===== config.mk =====
export PLATFORM = sky130hd
export DESIGN_NAME = counting_sort_param
export DESIGN_NICKNAME = d
export VERILOG_FILES = /design/src/rtl/sort_pkg.sv /design/src/rtl/sort_hist_mem.sv /design/src/rtl/counting_sort_param.sv
export SDC_FILE = /design/constraint.sdc
export NUM_CORES = 2
export LEC_CHECK = 0
export BUFFER_PORTS_ARGS = -buffer_cell sky130_fd_sc_hd__buf_2
export CORE_MARGIN = 2
export CORE_UTILIZATION = 66
export DETAILED_ROUTE_END_ITERATION = 7
export GPL_ROUTABILITY_DRIVEN = 0
export PLACE_DENSITY = 0.85
export SKIP_CTS_REPAIR_TIMING = 1
export SLEW_MARGIN = 20
export SYNTH_ARGS = -nofsm -noshare
export SYNTH_HDL_FRONTEND = slang
export SYNTH_SLANG_ARGS = --single-unit

===== constraint.sdc =====
create_clock -name clk_i -period 43.2 [get_ports clk_i]
set_input_delay 4.32 -clock clk_i [delete_from_list [all_inputs] [get_ports clk_i]]
set_output_delay 4.32 -clock clk_i [all_outputs]
set_load 0.005 [all_outputs]

===== src/rtl/sort_pkg.sv =====
// rtl/sort_pkg.sv - shared state encoding and width helpers for the counting sorter
package sort_pkg;

    typedef enum logic [2:0] {
        ST_IDLE   = 3'd0,
        ST_CLEAR  = 3'd1,
        ST_COUNT  = 3'd2,
        ST_PREFIX = 3'd3,
        ST_PLACE  = 3'd4,
        ST_DONE   = 3'd5
    } state_t;

    function automatic int idx_width(input int n);
        return (n < 2) ? 1 : $clog2(n);
    endfunction

    function automatic int hist_cnt_width(input int n);
        return $clog2(n + 1);
    endfunction

    // One pass counter walks both the key list and the histogram.
    function automatic int pass_cnt_width(input int n, input int w);
        return (w > idx_width(n)) ? w : idx_width(n);
    endfunction

endpackage


===== src/rtl/sort_hist_mem.sv =====
// rtl/sort_hist_mem.sv - histogram RAM, combinational read and synchronous write
module sort_hist_mem #(
    parameter int AW = 8,
    parameter int DW = 5
) (
    input  logic          clk_i,
    input  logic          we_i,
    input  logic [AW-1:0] addr_i,
    input  logic [DW-1:0] wdata_i,
    output logic [DW-1:0] rdata_o
);

    logic [DW-1:0] mem [0:(1<<AW)-1];

    assign rdata_o = mem[addr_i];

    always_ff @(posedge clk_i) begin
        if (we_i) begin
            mem[addr_i] <= wdata_i;
        end
    end

endmodule


===== src/rtl/counting_sort_param.sv =====
// rtl/counting_sort_param.sv - stable counting sort of N W-bit keys with index permutation
module counting_sort_param
    import sort_pkg::*;
#(
    parameter int N  = 16,
    parameter int W  = 8,
    parameter int IW = idx_width(N),
    parameter int CW = hist_cnt_width(N)
) (
    input  logic            clk_i,
    input  logic            rst_i,
    input  logic            start_i,
    input  logic            desc_i,
    input  logic [N*W-1:0]  data_i,
    output logic            busy_o,
    output logic            valid_o,
    input  logic            ack_i,
    output logic [N*W-1:0]  data_o,
    output logic [N*IW-1:0] idx_o
);

    localparam int PCW = pass_cnt_width(N, W);
    localparam logic [PCW-1:0] HIST_LAST = PCW'((1 << W) - 1);
    localparam logic [PCW-1:0] KEY_LAST  = PCW'(N - 1);
    localparam logic [IW-1:0]  IDX_LAST  = IW'(N - 1);

    state_t          state;
    logic [PCW-1:0]  pass_cnt;
    logic [CW-1:0]   run_sum;
    logic [N*W-1:0]  key_buf;
    logic            desc_q;

    logic            mem_we;
    logic [W-1:0]    mem_addr;
    logic [CW-1:0]   mem_wdata;
    logic [CW-1:0]   mem_rdata;

    logic [IW-1:0]   place_i;
    logic [IW-1:0]   key_sel;
    logic [W-1:0]    key_at;
    logic [IW-1:0]   dest_p;

    // Descending walks keys backwards and mirrors the slot, which keeps ties in index order.
    assign place_i = desc_q ? (IDX_LAST - pass_cnt[IW-1:0]) : pass_cnt[IW-1:0];
    assign key_sel = (state == ST_PLACE) ? place_i : pass_cnt[IW-1:0];
    assign key_at  = key_buf[int'(key_sel)*W +: W];
    assign dest_p  = desc_q ? (IDX_LAST - mem_rdata[IW-1:0]) : mem_rdata[IW-1:0];

    sort_hist_mem #(
        .AW (W),
        .DW (CW)
    ) u_hist (
        .clk_i   (clk_i),
        .we_i    (mem_we),
        .addr_i  (mem_addr),
        .wdata_i (mem_wdata),
        .rdata_o (mem_rdata)
    );

    always_comb begin
        mem_we    = 1'b0;
        mem_addr  = '0;
        mem_wdata = '0;
        case (state)
            ST_CLEAR: begin
                mem_we   = 1'b1;
                mem_addr = pass_cnt[W-1:0];
            end
            ST_COUNT, ST_PLACE: begin
                mem_we    = 1'b1;
                mem_addr  = key_at;
                mem_wdata = mem_rdata + CW'(1);
            end
            ST_PREFIX: begin
                mem_we    = 1'b1;
                mem_addr  = pass_cnt[W-1:0];
                mem_wdata = run_sum;
            end
            default: ;
        endcase
    end

    always_ff @(posedge clk_i) begin
        if (rst_i) begin
            state    <= ST_IDLE;
            pass_cnt <= '0;
            run_sum  <= '0;
            key_buf  <= '0;
            desc_q   <= 1'b0;
            busy_o   <= 1'b0;
            valid_o  <= 1'b0;
            data_o   <= '0;
            idx_o    <= '0;
        end else begin
            case (state)
                ST_IDLE: begin
                    if (start_i) begin
                        key_buf  <= data_i;
                        desc_q   <= desc_i;
                        pass_cnt <= '0;
                        busy_o   <= 1'b1;
                        state    <= ST_CLEAR;
                    end
                end
                ST_CLEAR: begin
                    if (pass_cnt == HIST_LAST) begin
                        pass_cnt <= '0;
                        state    <= ST_COUNT;
                    end else begin
                        pass_cnt <= pass_cnt + PCW'(1);
                    end
                end
                ST_COUNT: begin
                    if (pass_cnt == KEY_LAST) begin
                        pass_cnt <= '0;
                        run_sum  <= '0;
                        state    <= ST_PREFIX;
                    end else begin
                        pass_cnt <= pass_cnt + PCW'(1);
                    end
                end
                ST_PREFIX: begin
                    run_sum <= run_sum + mem_rdata;
                    if (pass_cnt == HIST_LAST) begin
                        pass_cnt <= '0;
                        state    <= ST_PLACE;
                    end else begin
                        pass_cnt <= pass_cnt + PCW'(1);
                    end
                end
                ST_PLACE: begin
                    data_o[int'(dest_p)*W +: W]  <= key_at;
                    idx_o[int'(dest_p)*IW +: IW] <= place_i;
                    if (pass_cnt == KEY_LAST) begin
                        pass_cnt <= '0;
                        valid_o  <= 1'b1;
                        state    <= ST_DONE;
                    end else begin
                        pass_cnt <= pass_cnt + PCW'(1);
                    end
                end
                ST_DONE: begin
                    if (ack_i) begin
                        valid_o <= 1'b0;
                        busy_o  <= 1'b0;
                        state   <= ST_IDLE;
                    end
                end
                default: state <= ST_IDLE;
            endcase
        end
    end

endmodule


==> results by group <==
Finish
  – Area Overhead vs Synth: 11.36%
  – Fillers: 5075
  – Non-filler cells, final: 5861
  – Nets: 4761
  – Finished Cell Area: 62880 um^2
  – Layout cells sized above 1: 16.52%

Synthesis
  – Mux cell area share after synthesis: 5.950%
  – Synth async-reset ratio: 0%
  – Synthesized area: 56470 um^2
  – Cell taking the most area after synthesis: edfxtp_1
  – Gate Count Post-Synth: 4459
  – Number of flops mapped to enable cells by yosys: 1024
  – Post-synthesis xor/xnor area fraction: 0.4343%
  – Largest family of logic cells by synthesized area: simple AND/OR/NAND/NOR gates
  – Ys flop type: edfxtp_1
  – Synth top area cells: edfxtp_1 54%, dfxtp_1 12%, a211oi_1 3.6%
  – Syn_nets: 4600
  – Ys Warns: 0
  – Adder-cell area share of the yosys netlist: 0.1906%
  – Simple-gate share of the synthesized area: 12.28%
  – Distinct cells, synth: 87
  – Compound-Gate Fraction of Synth Area: 11.60%
  – Yosys top cell area share: 54.46%
  – Syn avg cell area: 12.66 um^2
  – Seq/Total Area, Yosys: 66.44%
  – Top cells by count, synth: 1024 x edfxtp_1, 458 x nand2_1, 381 x nor2_1
  – Most common cell in the netlist: edfxtp_1
  – FF+latch count, synth: 1362

Placement
  – Count of input and output buffers: 326
  – Dpl ws: 32210 ps
  – Hpwl dp: 92610 um
  – Number of cells after detailed placement: 5626
  – Post-DP Area: 58680 um^2

CTS
  – Skew-Pair Late Insertion Delay: 740 ps
  – H-tree depth: 4
  – Clk sinks: 1362
  – TritonCTS buffer count: 135
  – Clock Tree Root: clkbuf_16
  – CTS tree: built
  – Clk buf depth: 3
  – Clk slew on worst S/H paths: 60 ps

Run
  – MaxCap Viol Count: 0

Floorplan
  – Core Area: 85010 um^2
  – Die span in y: 296.5 um
  – Full die area: 87910 um^2
  – Starting density of the core: 66.42%
  – Die X: 296.5 um
  – Row count: 107
  – Ports: 327

Critical path
  – Delay-heaviest family, CP: simple AND/OR/NAND/NOR gates
  – CP endpoint: data_o[48]$_SDFFE_PP0P_
  – Worst Path Arrival: 11940 ps
  – Most Frequent Cell on Critical Path: buf_4
  – Crit path largest cell delay: 930 ps
  – Worst setup path startpoint: desc_q$_SDFFE_PP0P_
  – Crit-path slowest cell: o41ai_1
  – Critical Path End Type: flip-flop
  – Cells along the critical path: nand4bb_1 -> mux2i_1 -> o22ai_1 -> o211ai_1 -> o211ai_1 -> buf_4 -> nand2_4 -> buf_4 -> a211oi_1 -> o21ai_0 -> a41oi_1 -> o41ai_1 -> and4_1 -> or2_2 -> nor3_1 -> a21o_1 -> ha_1 -> nor3b_1 -> nand3_1 -> nor3_1 -> nor4_2 -> buf_4 -> or3_1 -> mux2_2
  – Reg2Reg Setup Slack: 31860 ps
  – WS Path Type: flip-flop to flip-flop
  – Crit path launch type: flip-flop
  – R2r worst-path depth: 24
  – Critical path depth: 24
  – Worst Path Required: 43800 ps
  – Worst reg2reg endpoint: data_o[48]$_SDFFE_PP0P_
  – WP buf/inv: 3
  – FF-to-FF Start: desc_q$_SDFFE_PP0P_
  – Max FO, Critical Path: 92

Timing
  – Crit path time final: 11340 ps
  – Actual slew at the worst max-slew pin: 1683 ps
  – Max Clock Skew: 32.64 ps
  – Final Cycle Share: 26.24%
  – Max Clock Freq: 0.08821 GHz
  – # setup viols final: 0
  – Final Hold Viols: 0
  – Final worst slack: 31860 ps
  – RSZ-0062 raised after global routing: no
  – WHS: 453.5 ps
  – Setup TNS: 0 ps
  – Max Slew Vio Count: 107
  – Rel. slew slack: -12.22%

Global route
  – Global-route wire length before repair: 236600 um
  – Initial antenna violation count: 4
  – Total congestion overflow: 0
  – Largest net degree at the start of global routing: 257
  – GRT Overall Usage: 36.04%
  – Vias in the first global route: 38650

Power
  – Logic pwr share: 28.5%
  – Pint: 0.002463 W
  – Flop pwr share: 41.9%
  – PwrDens: 60.27 nW/um^2
  – Pleak: 21.89 nW
  – Peak supply drop: 96.83 uV
  – Clock group share of total power: 29.6%
  – Switch Pwr: 0.001327 W
  – Sw frac: 35.01%

Detailed routing
  – Residual DRC: 0
  – Detail Route Antenna Nets: 0
  – DR pass1 iterations: 6
  – Wire per inst: 27.49 um
  – DR vias: 40970
  – Via density: 6.990
  – Routed WL: 161100 um
  – First DRT Iteration DRCs: 6135

Status
  – Failing checks: max-slew violations
  – Status: complete, but fails checks

Hold path
  – Min-delay worst type: flip-flop to flip-flop
==> kinds of logic (layout without fill, tap and decap cells) <==
group / after synthesis / in the layout
other cells: 0 / 1
xor+xnor: 25 / 25
compound gates: 973 / 973
mux: 228 / 228
buf+inv: 399 / 656
simple gates: 1464 / 1464
fa+ha+maj: 8 / 8
flops: 1362 / 1362
==> cell usage in the layout (no fill, tap or decap), types with 21 or more instances in the layout <==
| master | n |
|---|---|
| a211oi_1 | 274 |
| a21oi_1 | 179 |
| a22oi_1 | 45 |
| a31o_2 | 25 |
| a41oi_1 | 29 |
| and3_1 | 282 |
| buf_2 | 325 |
| buf_4 | 67 |
| clkbuf_1 | 31 |
| clkbuf_16 | 140 |
| clkinv_2 | 22 |
| dfxtp_1 | 338 |
| edfxtp_1 | 1024 |
| mux2i_1 | 126 |
| mux4_2 | 83 |
| nand2_1 | 453 |
| nand3_1 | 153 |
| nor2_1 | 379 |
| nor2b_1 | 21 |
| nor3_1 | 33 |
| o211ai_1 | 30 |
| o21ai_0 | 192 |
| o22ai_1 | 33 |
==> final cells by class <==
class / count / area, um^2 / area share [%]
Inverter: 23 / 88.84 / 0.1413
Clock buffer: 174 / 3652 / 5.808
Clock inverter: 59 / 504.2 / 0.8019
Tap cell: 1144 / 1431 / 2.276
Multi-Input combinational cell: 2698 / 17410 / 27.68
Antenna cell: 1 / 2.502 / 0.003980
Timing Repair Buffer: 400 / 2280 / 3.625
Sequential cell: 1362 / 37520 / 59.66
==> worst min path at each step <==
stage | startpoint | end | depth (start not counted)
after floorplan | key_buf[108]$_SDFFE_PP0P_ | key_buf[108]$_SDFFE_PP0P_ | 2
after global placement | key_buf[4]$_SDFFE_PP0P_ | key_buf[4]$_SDFFE_PP0P_ | 2
after detailed placement | data_o[45]$_SDFFE_PP0P_ | data_o[45]$_SDFFE_PP0P_ | 2
after CTS | key_buf[100]$_SDFFE_PP0P_ | key_buf[100]$_SDFFE_PP0P_ | 2
after global routing | key_buf[77]$_SDFFE_PP0P_ | key_buf[77]$_SDFFE_PP0P_ | 2
final | key_buf[55]$_SDFFE_PP0P_ | key_buf[55]$_SDFFE_PP0P_ | 2
==> sequential cells by signal (all words and copies together), names as in the netlist <==
register    count
idx_o          64
busy_o          1
valid_o         1
state           3
desc_q          1
pass_cnt        8
key_buf       128
run_sum         4
data_o        128
u_hist.mem   1024
==> worst register-to-register path: cells and delay by family, from the launching register on <==
family	cells	cell delay, ps
AOI/OAI and AO/OA	8	2420
adders and majority gates	1	570
buffers and inverters	3	1550
DFF	1	920
muxes	2	970
and+or+nand+nor	10	4800
==> power groups by stage <==
| stage | combinational [W] | clock, W | sequential, W |
|---|---|---|---|
| floorplan | 0.000686 | 0 | 0.00169 |
| global placement | 0.00100 | 0 | 0.00161 |
| detailed placement | 0.00103 | 0 | 0.00161 |
| CTS | 0.00104 | 0.00112 | 0.00158 |
| global route | 0.00113 | 0.00117 | 0.00159 |
| finish | 0.00108 | 0.00112 | 0.00159 |
==> layer usage <==
| layer | track usage [%] | part of all wire (%) | up-vias | wire [um] |
|---|---|---|---|---|
| li1 | - | - | 17190 | - |
| met1 | 45.83 | 34 | 19590 | 54750 |
| met2 | 55.51 | 45 | 3406 | 73280 |
| met3 | 8.839 | 13 | 782 | 20740 |
| met4 | 24.02 | 7.6 | 8 | 12290 |
| met5 | 0 | 0.036 | - | 58 |
==> stage by stage <==
stage,total power (W),utilization [%]
4_1_cts,0.003741,73.91
3_3_place_gp,0.002611,69.02
2_1_floorplan,0.002377,-
6_report,0.003790,73.97
5_1_grt,0.003890,73.97
3_5_place_dp,0.002637,69.02
Note: power is estimated with default switching activity, not from simulation.
